File: src/rtl/mem_pkg.sv
// Shared encodings for the memory arbiter: access sizes, FSM states, default address width.
package mem_pkg;

    localparam int ADDR_W_DEF = 9;

    localparam logic [1:0] WORD = 2'b11;
    localparam logic [1:0] HALF = 2'b01;
    localparam logic [1:0] BYTE = 2'b00;

    typedef enum logic [1:0] {
        ST_IDLE,
        ST_ISSUE,
        ST_WAIT,
        ST_DONE
    } state_t;

    // Size 2'b10 has no meaning and is rejected alongside misaligned accesses.
    function automatic logic bad_access(input logic [1:0] size, input logic [1:0] addr_lo);
        return (size == 2'b10) || (size == WORD && addr_lo != 2'b00) || (size == HALF && addr_lo[0]);
    endfunction

    function automatic logic [31:0] zext_read(input logic [1:0] size, input logic [31:0] d);
        case (size)
            HALF:    return {16'h0, d[15:0]};
            BYTE:    return {24'h0, d[7:0]};
            default: return d;
        endcase
    endfunction

endpackage

File: src/rtl/rr_arbiter2.sv
// Two-requester round-robin picker; grants are combinational, last-grant bit only moves on a taken grant.
module rr_arbiter2 (
    input  logic clk_i,
    input  logic rst_i,
    input  logic en_i,
    input  logic req_data_i,
    input  logic req_fetch_i,
    output logic gnt_data_o,
    output logic gnt_fetch_o
);

    logic last_fetch_q;

    // Ties go to whichever port was not served last; reset favours data first.
    assign gnt_data_o  = req_data_i  & (~req_fetch_i | last_fetch_q);
    assign gnt_fetch_o = req_fetch_i & (~req_data_i  | ~last_fetch_q);

    always_ff @(posedge clk_i) begin
        if (rst_i) begin
            last_fetch_q <= 1'b1;
        end else if (en_i && (gnt_data_o || gnt_fetch_o)) begin
            last_fetch_q <= gnt_fetch_o;
        end
    end

endmodule

File: src/rtl/mem_arbiter.sv
// Shares one RAM port between instruction fetch and data access; min 4 cycles request-to-response.
// Requesters hold their request until the response pulse; one transaction in flight at a time.
module mem_arbiter
    import mem_pkg::*;
#(
    parameter int TIMEOUT = 15,
    parameter int ADDR_W  = ADDR_W_DEF
) (
    input  logic              Clk,
    input  logic              Reset,
    input  logic              ifReq,
    input  logic [ADDR_W-1:0] ifAddr,
    output logic              ifGrant,
    output logic [31:0]       ifData,
    input  logic              dReq,
    input  logic              dWrite,
    input  logic [ADDR_W-1:0] dAddr,
    input  logic [1:0]        dSize,
    input  logic [31:0]       dDataIn,
    output logic              dDone,
    output logic [31:0]       dDataOut,
    output logic              dError,
    output logic              ramActive,
    output logic              ramReadWrite,
    output logic [ADDR_W-1:0] ramAddress,
    output logic [31:0]       ramDataIn,
    output logic [1:0]        ramDataSize,
    input  logic [31:0]       ramDataOut,
    input  logic              ramComplete
);

    localparam int CNT_W = $clog2(TIMEOUT + 1);

    state_t              state_q, state_d;
    logic                is_data_q, is_data_d;
    logic                err_q, err_d;
    logic                tmo_q, tmo_d;
    logic [CNT_W-1:0]    cnt_q, cnt_d;
    logic [31:0]         rdata_q, rdata_d;
    logic                if_grant_q, if_grant_d;
    logic [31:0]         if_data_q, if_data_d;
    logic                d_done_q, d_done_d;
    logic [31:0]         d_dout_q, d_dout_d;
    logic                d_err_q, d_err_d;
    logic                ram_act_q, ram_act_d;
    logic                ram_rw_q, ram_rw_d;
    logic [ADDR_W-1:0]   ram_addr_q, ram_addr_d;
    logic [31:0]         ram_din_q, ram_din_d;
    logic [1:0]          ram_size_q, ram_size_d;
    logic                gnt_data, gnt_fetch;
    logic                unused_if_lo;

    assign unused_if_lo = ^ifAddr[1:0];

    rr_arbiter2 u_rr (
        .clk_i       (Clk),
        .rst_i       (Reset),
        .en_i        (state_q == ST_IDLE),
        .req_data_i  (dReq),
        .req_fetch_i (ifReq),
        .gnt_data_o  (gnt_data),
        .gnt_fetch_o (gnt_fetch)
    );

    always_comb begin
        state_d    = state_q;
        is_data_d  = is_data_q;
        err_d      = err_q;
        tmo_d      = tmo_q;
        cnt_d      = cnt_q;
        rdata_d    = rdata_q;
        if_grant_d = 1'b0;
        if_data_d  = if_data_q;
        d_done_d   = 1'b0;
        d_dout_d   = d_dout_q;
        d_err_d    = 1'b0;
        ram_act_d  = ram_act_q;
        ram_rw_d   = ram_rw_q;
        ram_addr_d = ram_addr_q;
        ram_din_d  = ram_din_q;
        ram_size_d = ram_size_q;
        case (state_q)
            ST_IDLE: begin
                cnt_d = '0;
                tmo_d = 1'b0;
                if (gnt_data) begin
                    is_data_d  = 1'b1;
                    ram_rw_d   = dWrite;
                    ram_addr_d = dAddr;
                    ram_din_d  = dDataIn;
                    ram_size_d = dSize;
                    err_d      = bad_access(dSize, dAddr[1:0]);
                    // Rejected accesses skip the RAM entirely.
                    state_d    = err_d ? ST_DONE : ST_ISSUE;
                end else if (gnt_fetch) begin
                    is_data_d  = 1'b0;
                    ram_rw_d   = 1'b0;
                    ram_addr_d = {ifAddr[ADDR_W-1:2], 2'b00};
                    ram_size_d = WORD;
                    err_d      = 1'b0;
                    state_d    = ST_ISSUE;
                end
            end
            ST_ISSUE: begin
                ram_act_d = 1'b1;
                state_d   = ST_WAIT;
            end
            ST_WAIT: begin
                if (ramComplete) begin
                    rdata_d   = ramDataOut;
                    ram_act_d = 1'b0;
                    state_d   = ST_DONE;
                end else if (cnt_q == CNT_W'(TIMEOUT - 1)) begin
                    tmo_d     = 1'b1;
                    ram_act_d = 1'b0;
                    state_d   = ST_DONE;
                end else begin
                    cnt_d = cnt_q + 1'b1;
                end
            end
            ST_DONE: begin
                state_d = ST_IDLE;
                if (is_data_q) begin
                    d_done_d = 1'b1;
                    d_err_d  = err_q | tmo_q;
                    if (!err_q && !tmo_q && !ram_rw_q) begin
                        d_dout_d = zext_read(ram_size_q, rdata_q);
                    end
                end else begin
                    if_grant_d = 1'b1;
                    if_data_d  = tmo_q ? 32'h0 : rdata_q;
                end
            end
            default: state_d = ST_IDLE;
        endcase
    end

    always_ff @(posedge Clk) begin
        if (Reset) begin
            state_q    <= ST_IDLE;
            is_data_q  <= 1'b0;
            err_q      <= 1'b0;
            tmo_q      <= 1'b0;
            cnt_q      <= '0;
            rdata_q    <= '0;
            if_grant_q <= 1'b0;
            if_data_q  <= '0;
            d_done_q   <= 1'b0;
            d_dout_q   <= '0;
            d_err_q    <= 1'b0;
            ram_act_q  <= 1'b0;
            ram_rw_q   <= 1'b0;
            ram_addr_q <= '0;
            ram_din_q  <= '0;
            ram_size_q <= '0;
        end else begin
            state_q    <= state_d;
            is_data_q  <= is_data_d;
            err_q      <= err_d;
            tmo_q      <= tmo_d;
            cnt_q      <= cnt_d;
            rdata_q    <= rdata_d;
            if_grant_q <= if_grant_d;
            if_data_q  <= if_data_d;
            d_done_q   <= d_done_d;
            d_dout_q   <= d_dout_d;
            d_err_q    <= d_err_d;
            ram_act_q  <= ram_act_d;
            ram_rw_q   <= ram_rw_d;
            ram_addr_q <= ram_addr_d;
            ram_din_q  <= ram_din_d;
            ram_size_q <= ram_size_d;
        end
    end

    assign ifGrant      = if_grant_q;
    assign ifData       = if_data_q;
    assign dDone        = d_done_q;
    assign dDataOut     = d_dout_q;
    assign dError       = d_err_q;
    assign ramActive    = ram_act_q;
    assign ramReadWrite = ram_rw_q;
    assign ramAddress   = ram_addr_q;
    assign ramDataIn    = ram_din_q;
    assign ramDataSize  = ram_size_q;

endmodule

File: config.mk
export PLATFORM = sky130hd
export DESIGN_NAME = mem_arbiter
export DESIGN_NICKNAME = d
export VERILOG_FILES = /design/src/rtl/mem_pkg.sv /design/src/rtl/rr_arbiter2.sv /design/src/rtl/mem_arbiter.sv
export SDC_FILE = /design/constraint.sdc
export NUM_CORES = 1
export LEC_CHECK = 0
export ABC_AREA = 1
export CORE_MARGIN = 3
export CORE_UTILIZATION = 49
export DETAILED_ROUTE_END_ITERATION = 16
export GPL_ROUTABILITY_DRIVEN = 0
export GPL_TIMING_DRIVEN = 0
export PLACE_DENSITY = 0.95
export SYNTH_ARGS = -nofsm -noshare
export SYNTH_HDL_FRONTEND = slang
export SYNTH_SLANG_ARGS = --single-unit
File: constraint.sdc
create_clock -name Clk -period 3.6 [get_ports Clk]
set_input_delay 0.72 -clock Clk [delete_from_list [all_inputs] [get_ports Clk]]
set_output_delay 0.72 -clock Clk [all_outputs]
set_load 0.01 [all_outputs]
==> flow_summary_export.csv, run 1 <==
group,metric,value,unit
global_routing,overflow,0,
sta,fmax,464.2,MHz
sta,finalSetupTns,0,ps
setup_path,crit_family,"buffers and inverters",
floorplan,core_region_area,11520,um2
outcome,status,"complete, no violations",
sta,timing.final.crit_share,59.85,%
cts,htreeDepth,4,
route,via_per_inst,5.359,
synth,yosys.area.top_type_share,52.99,%
final_layout,nets,1062,
power,internal_power,3.548,mW
synth,yosysWarnings,0,
power,ir_worst_vdd,0.4827,mV
power,pwr-share-comb,26.9,%
setup_path,worstSetupStartpointType,"flop",
setup_path,cp_max_fo,3,
cts,cts_buffers,17,
floorplan,die_h,115.0,um
global_routing,track_usage,27.52,%
cts,post_cts_buffers,0,
cts,postCtsHoldBufs,0,
power,switching_power,1.779,mW
run,maxCapViolCount,0,
setup_path,critPathMaxStageDelay,610,ps
final_layout,seqCellArea,3083,um2
setup_path,worst-path-buf-inv,1,
floorplan,design.die.area,13220,um2
synth,synth_area_per_cell,7.768,um2
route,wire_per_inst,16.26,um
global_routing,grt_max_degree,18,
setup_path,worstRegToRegCells,7,
cts,cts_root_buf,"clkbuf_16",
power,p_total,5.328,mW
setup_path,cp.depth,1,
cts,clkSinkCount,154,
sta,finalMaxSlewViolations,0,
final_layout,multi_input_area,2328,um2
synth,synthesis.instances,749,
route,postRouteAntennaNets,0,
synth,syn_nets,845,
sta,rsz0062_at_grt,"no",
cts,clk_pin_slew,70,ps
final_layout,syn2layout_area_growth,47.42,%
floorplan,placementRows,39,
cts,clockBufferDepth,2,
sta,relSlewSlack,58.50,%
setup_path,slowest_stage,"clkdlybuf4s50_1",
route,drc,0,
final_layout,final_layout_size_suffix_gt1_share,7.252,%
synth,synth_cell_types,26,
sta,hold_violations,0,
floorplan,num_io_pins,202,
synth,syn_area,5818,um2
setup_path,worstPathCellList,"clkdlybuf4s50_1",
global_routing,grt_pass1_vias,5810,
global_routing,grt_first_pass_wirelength,28540,um
sta,finClkSkew,11.60,ps
placement,dp.final_hpwl,13070,um
placement,dp_cells,1090,
power,power_frac_clock,33.8,%
sta,setup_violations,0,
synth,ys_seq_area_share,52.99,%
global_routing,antenna_found_initial,0,
route,via_count,6013,
sta,fin_crit,2154,ps
cts,postCtsResizedCells,0,
synth,yosys-top-cells-area,"dfxtp_1 (53%), nand2_1 (11%), a21oi_1 (7.1%), nor2_1 (5.9%), o21ai_0 (5.8%)",
min_path,hold_start,"ramDataIn[24]$_SDFFE_PP0P_",
final_layout,n_fill_cell,794,
synth,synth_seq_cells,154,
min_path,min_path_type,"flop to flop",
power,leakage,3.252,nW
power,p_seq_share,39.3,%
power,p_per_area,621.1,nW/um2
cts,cts_tree,"yes",
min_path,whs_path_depth,2,
sta,max_slew.worst_pin.slew,620.2,ps
floorplan,start_util,50.52,%
final_layout,layoutNonFillerInstCount,1122,
setup_path,crit_path_start,"ramReadWrite$_SDFFE_PP0P_",
setup_path,cp.required,2880,ps
placement,io_buffer_count,198,
cts,clkLatencyLatePin,430,ps
route,detail_route.first_pass.iterations,7,
floorplan,die_width,115.0,um
route,drt-initial-drc-count,481,
route,wirelength,18250,um
setup_path,end_kind,"primary output",
setup_path,arrival,1430,ps
setup_path,crit_type,"flop to primary output",
setup_path,reg2reg_from,"state_q[0]$_SDFFE_PP0P_",
power,switching_share,33.40,%
synth,yosysTopAreaCell,"dfxtp_1",
final_layout,num_antenna_cells,0,
[power groups by stage]
stage | combinational [mW] | clock (mW) | sequential [mW]
final | 1.43 | 1.80 | 2.09
after global routing | 1.59 | 1.88 | 2.12
after CTS | 1.43 | 1.81 | 2.09
after detailed placement | 1.40 | 0 | 2.12
after global placement | 1.37 | 0 | 2.11
after floorplan | 0.755 | 0 | 2.16
[metal layers]
metal | GRT usage, % | vias up | part of all wire, %
met1 | 29.75 | 2757 | 37
met5 | 0 | - | 0
li1 | - | 2902 | -
met3 | 8.895 | 45 | 9.9
met4 | 12.83 | 0 | 3.2
met2 | 48.69 | 309 | 50
[path summary, 6_finish.rpt]
| kind | end | slack [ps] |
|---|---|---|
| max | ramReadWrite | 1450 |
| min | ramDataIn[24]$_SDFFE_PP0P_ | 470 |
| max reg2reg | rdata_q[26]$_SDFFE_PP0P_ | 1840 |
| min reg2reg | ramDataIn[24]$_SDFFE_PP0P_ | 470 |
[cell usage after synthesis, drive strengths merged]
cell type  count
ha             6
clkbuf        16
dfxtp        154
nand4         17
nand3         59
o31ai          8
o211ai         1
buf           34
a21oi         82
nor2          93
nor3           1
a31oi          1
inv           38
nand2        167
o21ai         72
[sequential cells by signal, indices dropped and copies added, names as in the netlist, 2 cells and up]
name / cells
ramDataSize: 2
state_q: 2
dDataOut: 32
ifData: 32
rdata_q: 32
ramDataIn: 32
ramAddress: 9
cnt_q: 4
[metrics by stage]
step | utilization (%) | hold WS [ps] | cell area (um2) | setup slack, ps
after floorplan | - | 438.8 | 5818 | 2074
after global placement | 69.29 | 450.7 | 7979 | 1381
after detailed placement | 69.29 | 454.5 | 7979 | 1356
after CTS | 74.48 | 464.4 | 8577 | 1451
after global routing | 74.48 | 485.7 | 8577 | 1416
final | 74.48 | 465.0 | 8577 | 1446
[cell families (layout without fill, tap and decap cells)]
group / after synthesis / count (layout) / share of synthesized area [%]
and+or+nand+nor: 337 / 337 / 24.15
buffers and inverters: 88 / 318 / 6.989
adders and majority gates: 6 / 6 / 1.290
DFF: 154 / 154 / 52.99
AOI/OAI and AO/OA: 164 / 164 / 14.58
[area by class of cell]
class / count / share of cell area, %
clock buffers: 17 / 4.960
repair buffers: 198 / 23.11
clock inverters: 15 / 2.013
multi-input cells: 507 / 27.15
well taps: 143 / 2.086
flip-flops and latches: 154 / 35.94
plain buffers: 50 / 3.049
inverters: 38 / 1.692
[cells in the final DEF (no fill, tap or decap), types with 15 or more instances in the layout]
cell type | Yosys | routed
clkdlybuf4s50_1 | 0 | 198
nand2_1 | 167 | 167
dfxtp_1 | 154 | 154
nor2_1 | 91 | 91
a21oi_1 | 82 | 82
o21ai_0 | 67 | 67
nand3_1 | 58 | 58
inv_1 | 35 | 35
buf_2 | 25 | 25
nand4_1 | 17 | 17
clkbuf_16 | 0 | 17
clkbuf_1 | 15 | 15
No activity file was read; power rests on OpenSTA's default activity.
==> inputs of run 2 (changes only) <==
--- a/config.mk
+++ b/config.mk
@@ -7,11 +7,11 @@
 export LEC_CHECK = 0
 export ABC_AREA = 1
 export CORE_MARGIN = 3
-export CORE_UTILIZATION = 49
+export CORE_UTILIZATION = 45
 export DETAILED_ROUTE_END_ITERATION = 16
 export GPL_ROUTABILITY_DRIVEN = 0
 export GPL_TIMING_DRIVEN = 0
-export PLACE_DENSITY = 0.95
+export PLACE_DENSITY = 0.91
 export SYNTH_ARGS = -nofsm -noshare
 export SYNTH_HDL_FRONTEND = slang
 export SYNTH_SLANG_ARGS = --single-unit
==> constraint.sdc (replaced) <==
create_clock -name Clk -period 2 [get_ports Clk]
set_input_delay 0.4 -clock Clk [delete_from_list [all_inputs] [get_ports Clk]]
set_output_delay 0.4 -clock Clk [all_outputs]
set_load 0.01 [all_outputs]
==> run 2 against run 1 <==
  * Clock-buffer cell count rose by 1
  * Wire length rose by 1.2%
  * Via count fell by 0.12%
  * Largest cell class unchanged
  * Cell area rose by 0.12%
  * Core utilization fell by 4.7 points
  * Critical path depth did not move
  * Die area rose by 8.4%
  * Register-to-register slack got worse by 1600 ps
  * Clock power rose by 74%
  * Non-clock buffer count did not move
  * Cell count rose by 2.2%
  * Combinational power rose by 80%
==> flow_summary_export.csv, run 2 (synthesis gave the netlist of run 1 again) <==
group,metric,value,unit
sta,timing.hold.ws,409.4,ps
global_routing,grt_use_met2,44.49,%
final_layout,final_cell_mix,"clkdlybuf4s50_1 (198), nand2_1 (167), dfxtp_1 (154)",
sta,timing.final.crit_share,92.99,%
route,via_count,6006,
sta,hold_violations,0,
min_path,min_to,"ramAddress[8]$_SDFFE_PP0P_",
min_path,min_path_type,"input port to flop",
final_layout,num_antenna_cells,0,
cts,htreeDepth,4,
sta,max_slew.worst_pin.slew,683.9,ps
floorplan,placementRows,40,
setup_path,cp.depth,1,
setup_path,cp.required,1600,ps
placement,pre_cts_ws,60.05,ps
setup_path,crit_type,"flop to primary output",
final_layout,final_common_cell,"clkdlybuf4s50_1",
route,postRouteAntennaNets,0,
global_routing,overflow,0,
setup_path,slowest_stage,"clkdlybuf4s50_1",
outcome,status,"complete, no violations",
cts,cts_buffers,17,
placement,io_buffer_count,198,
min_path,hold_start,"Reset",
setup_path,worstPathCellList,"clkdlybuf4s50_1",
floorplan,num_io_pins,202,
route,via_per_inst,5.236,
power,p_per_area,1103,nW/um2
route,drt-initial-drc-count,556,
sta,finalSetupTns,0,ps
cts,post_cts_buffers,0,
cts,cts_tree,"yes",
cts,clkSinkCount,154,
setup_path,arrival,1460,ps
run,maxCapViolCount,0,
setup_path,cp_max_fo,3,
floorplan,start_util,47.26,%
sta,finClkSkew,7.454,ps
setup_path,crit_family,"buffers and inverters",
sta,setup_slack,140.2,ps
global_routing,antenna_found_initial,0,
global_routing,grt-busiest-layer,"met2",
placement,dp.final_hpwl,13280,um
route,wirelength,18460,um
setup_path,end_kind,"primary output",
sta,finalMaxSlewViolations,0,
final_layout,nets,1062,
floorplan,die_width,119.7,um
global_routing,track_usage,25.51,%
placement,place_area,8010,um2
floorplan,core_region_area,12310,um2
cts,postCtsResizedCells,0,
min_path,whs_path_depth,4,
final_layout,finish.utilization,69.75,%
global_routing,use_met1,27.75,%
cts,cts_root_buf,"clkbuf_16",
final_layout,syn2layout_area_growth,47.59,%
global_routing,grt_first_pass_wirelength,28810,um
cts,postCtsHoldBufs,0,
power,leakage,3.240,nW
power,p_total,9.468,mW
global_routing,grtUsageMet3,9.755,%
setup_path,worst-path-buf-inv,1,
floorplan,die_h,119.7,um
route,detail_route.first_pass.iterations,5,
sta,setup_violations,0,
route,drc,0,
sta,rsz0062_at_grt,"no",
placement,dp_cells,1115,
sta,fmax,537.7,MHz
power,ir_worst_vdd,0.7586,mV
floorplan,design.die.area,14330,um2
setup_path,worstSetupStartpointType,"flop",
sta,fin_crit,1860,ps
final_layout,fin_area,8587,um2
setup_path,worstRegToRegCells,7,
sta,relSlewSlack,54.24,%
setup_path,reg2reg_slack,250,ps
global_routing,grt_pass1_vias,5803,
cts,clkLatencyLatePin,430,ps
route,wire_per_inst,16.09,um
setup_path,critPathMaxStageDelay,600,ps
global_routing,grt_max_degree,17,
final_layout,layoutNonFillerInstCount,1147,
cts,clk_pin_slew,60,ps
final_layout,final_layout_size_suffix_gt1_share,7.252,%
cts,clockBufferDepth,2,
setup_path,reg2reg_from,"state_q[0]$_SDFFE_PP0P_",
setup_path,worstReg2RegEnd,"rdata_q[24]$_SDFFE_PP0P_",
## run 2: cell types whose count changed in the layout (fill, tap and decap cells not counted)
cell        delta
inv_6          -1
clkinv_4       +2
clkinv_8       -1
clkbuf_8       +1
inv_8          -4
clkinv_2       +2
clkinvlp_4     +1
## run 2: power breakdown
group          internal (mW)  leakage, nW  switching, mW
sequential              3.50         1.25          0.270
combinational           1.10         1.71           1.47
clock                   1.77        0.278           1.36
total                   6.37         3.24           3.10
## run 2: cell type report
class / count / area (um2)
fill: 983 / 3725
sequential: 154 / 3083
multi-input combinational: 507 / 2328
timing repair buffer: 198 / 1982
clock buffer: 18 / 439.2
buffer: 50 / 261.5
tap: 168 / 210.2
inverter: 38 / 145.1
clock inverter: 14 / 137.6
## run 2: how the worst max path moves through the flow
stage                              startpoint                    endpoint
global placement                  ramComplete    rdata_q[24]$_SDFFE_PP0P_
global route        ramReadWrite$_SDFFE_PP0P_                ramReadWrite
floorplan             state_q[0]$_SDFFE_PP0P_  ramAddress[7]$_SDFFE_PP0P_
CTS                 ramReadWrite$_SDFFE_PP0P_                ramReadWrite
detailed placement                ramComplete    rdata_q[26]$_SDFFE_PP0P_
finish              ramReadWrite$_SDFFE_PP0P_                ramReadWrite
## run 2: metal layers
layer | vias up | wire [um]
met5 | - | 0
met4 | 0 | 484
met3 | 38 | 1916
met2 | 316 | 9071
met1 | 2755 | 6986
li1 | 2897 | -
==> inputs of run 3 (changes only) <==
--- a/config.mk
+++ b/config.mk
@@ -15,3 +15,4 @@
 export SYNTH_ARGS = -nofsm -noshare
 export SYNTH_HDL_FRONTEND = slang
 export SYNTH_SLANG_ARGS = --single-unit
+export TNS_END_PERCENT = 30
==> results of run 3 <==
Same layout as run 2: the final DEF is identical, and so are final timing and power.
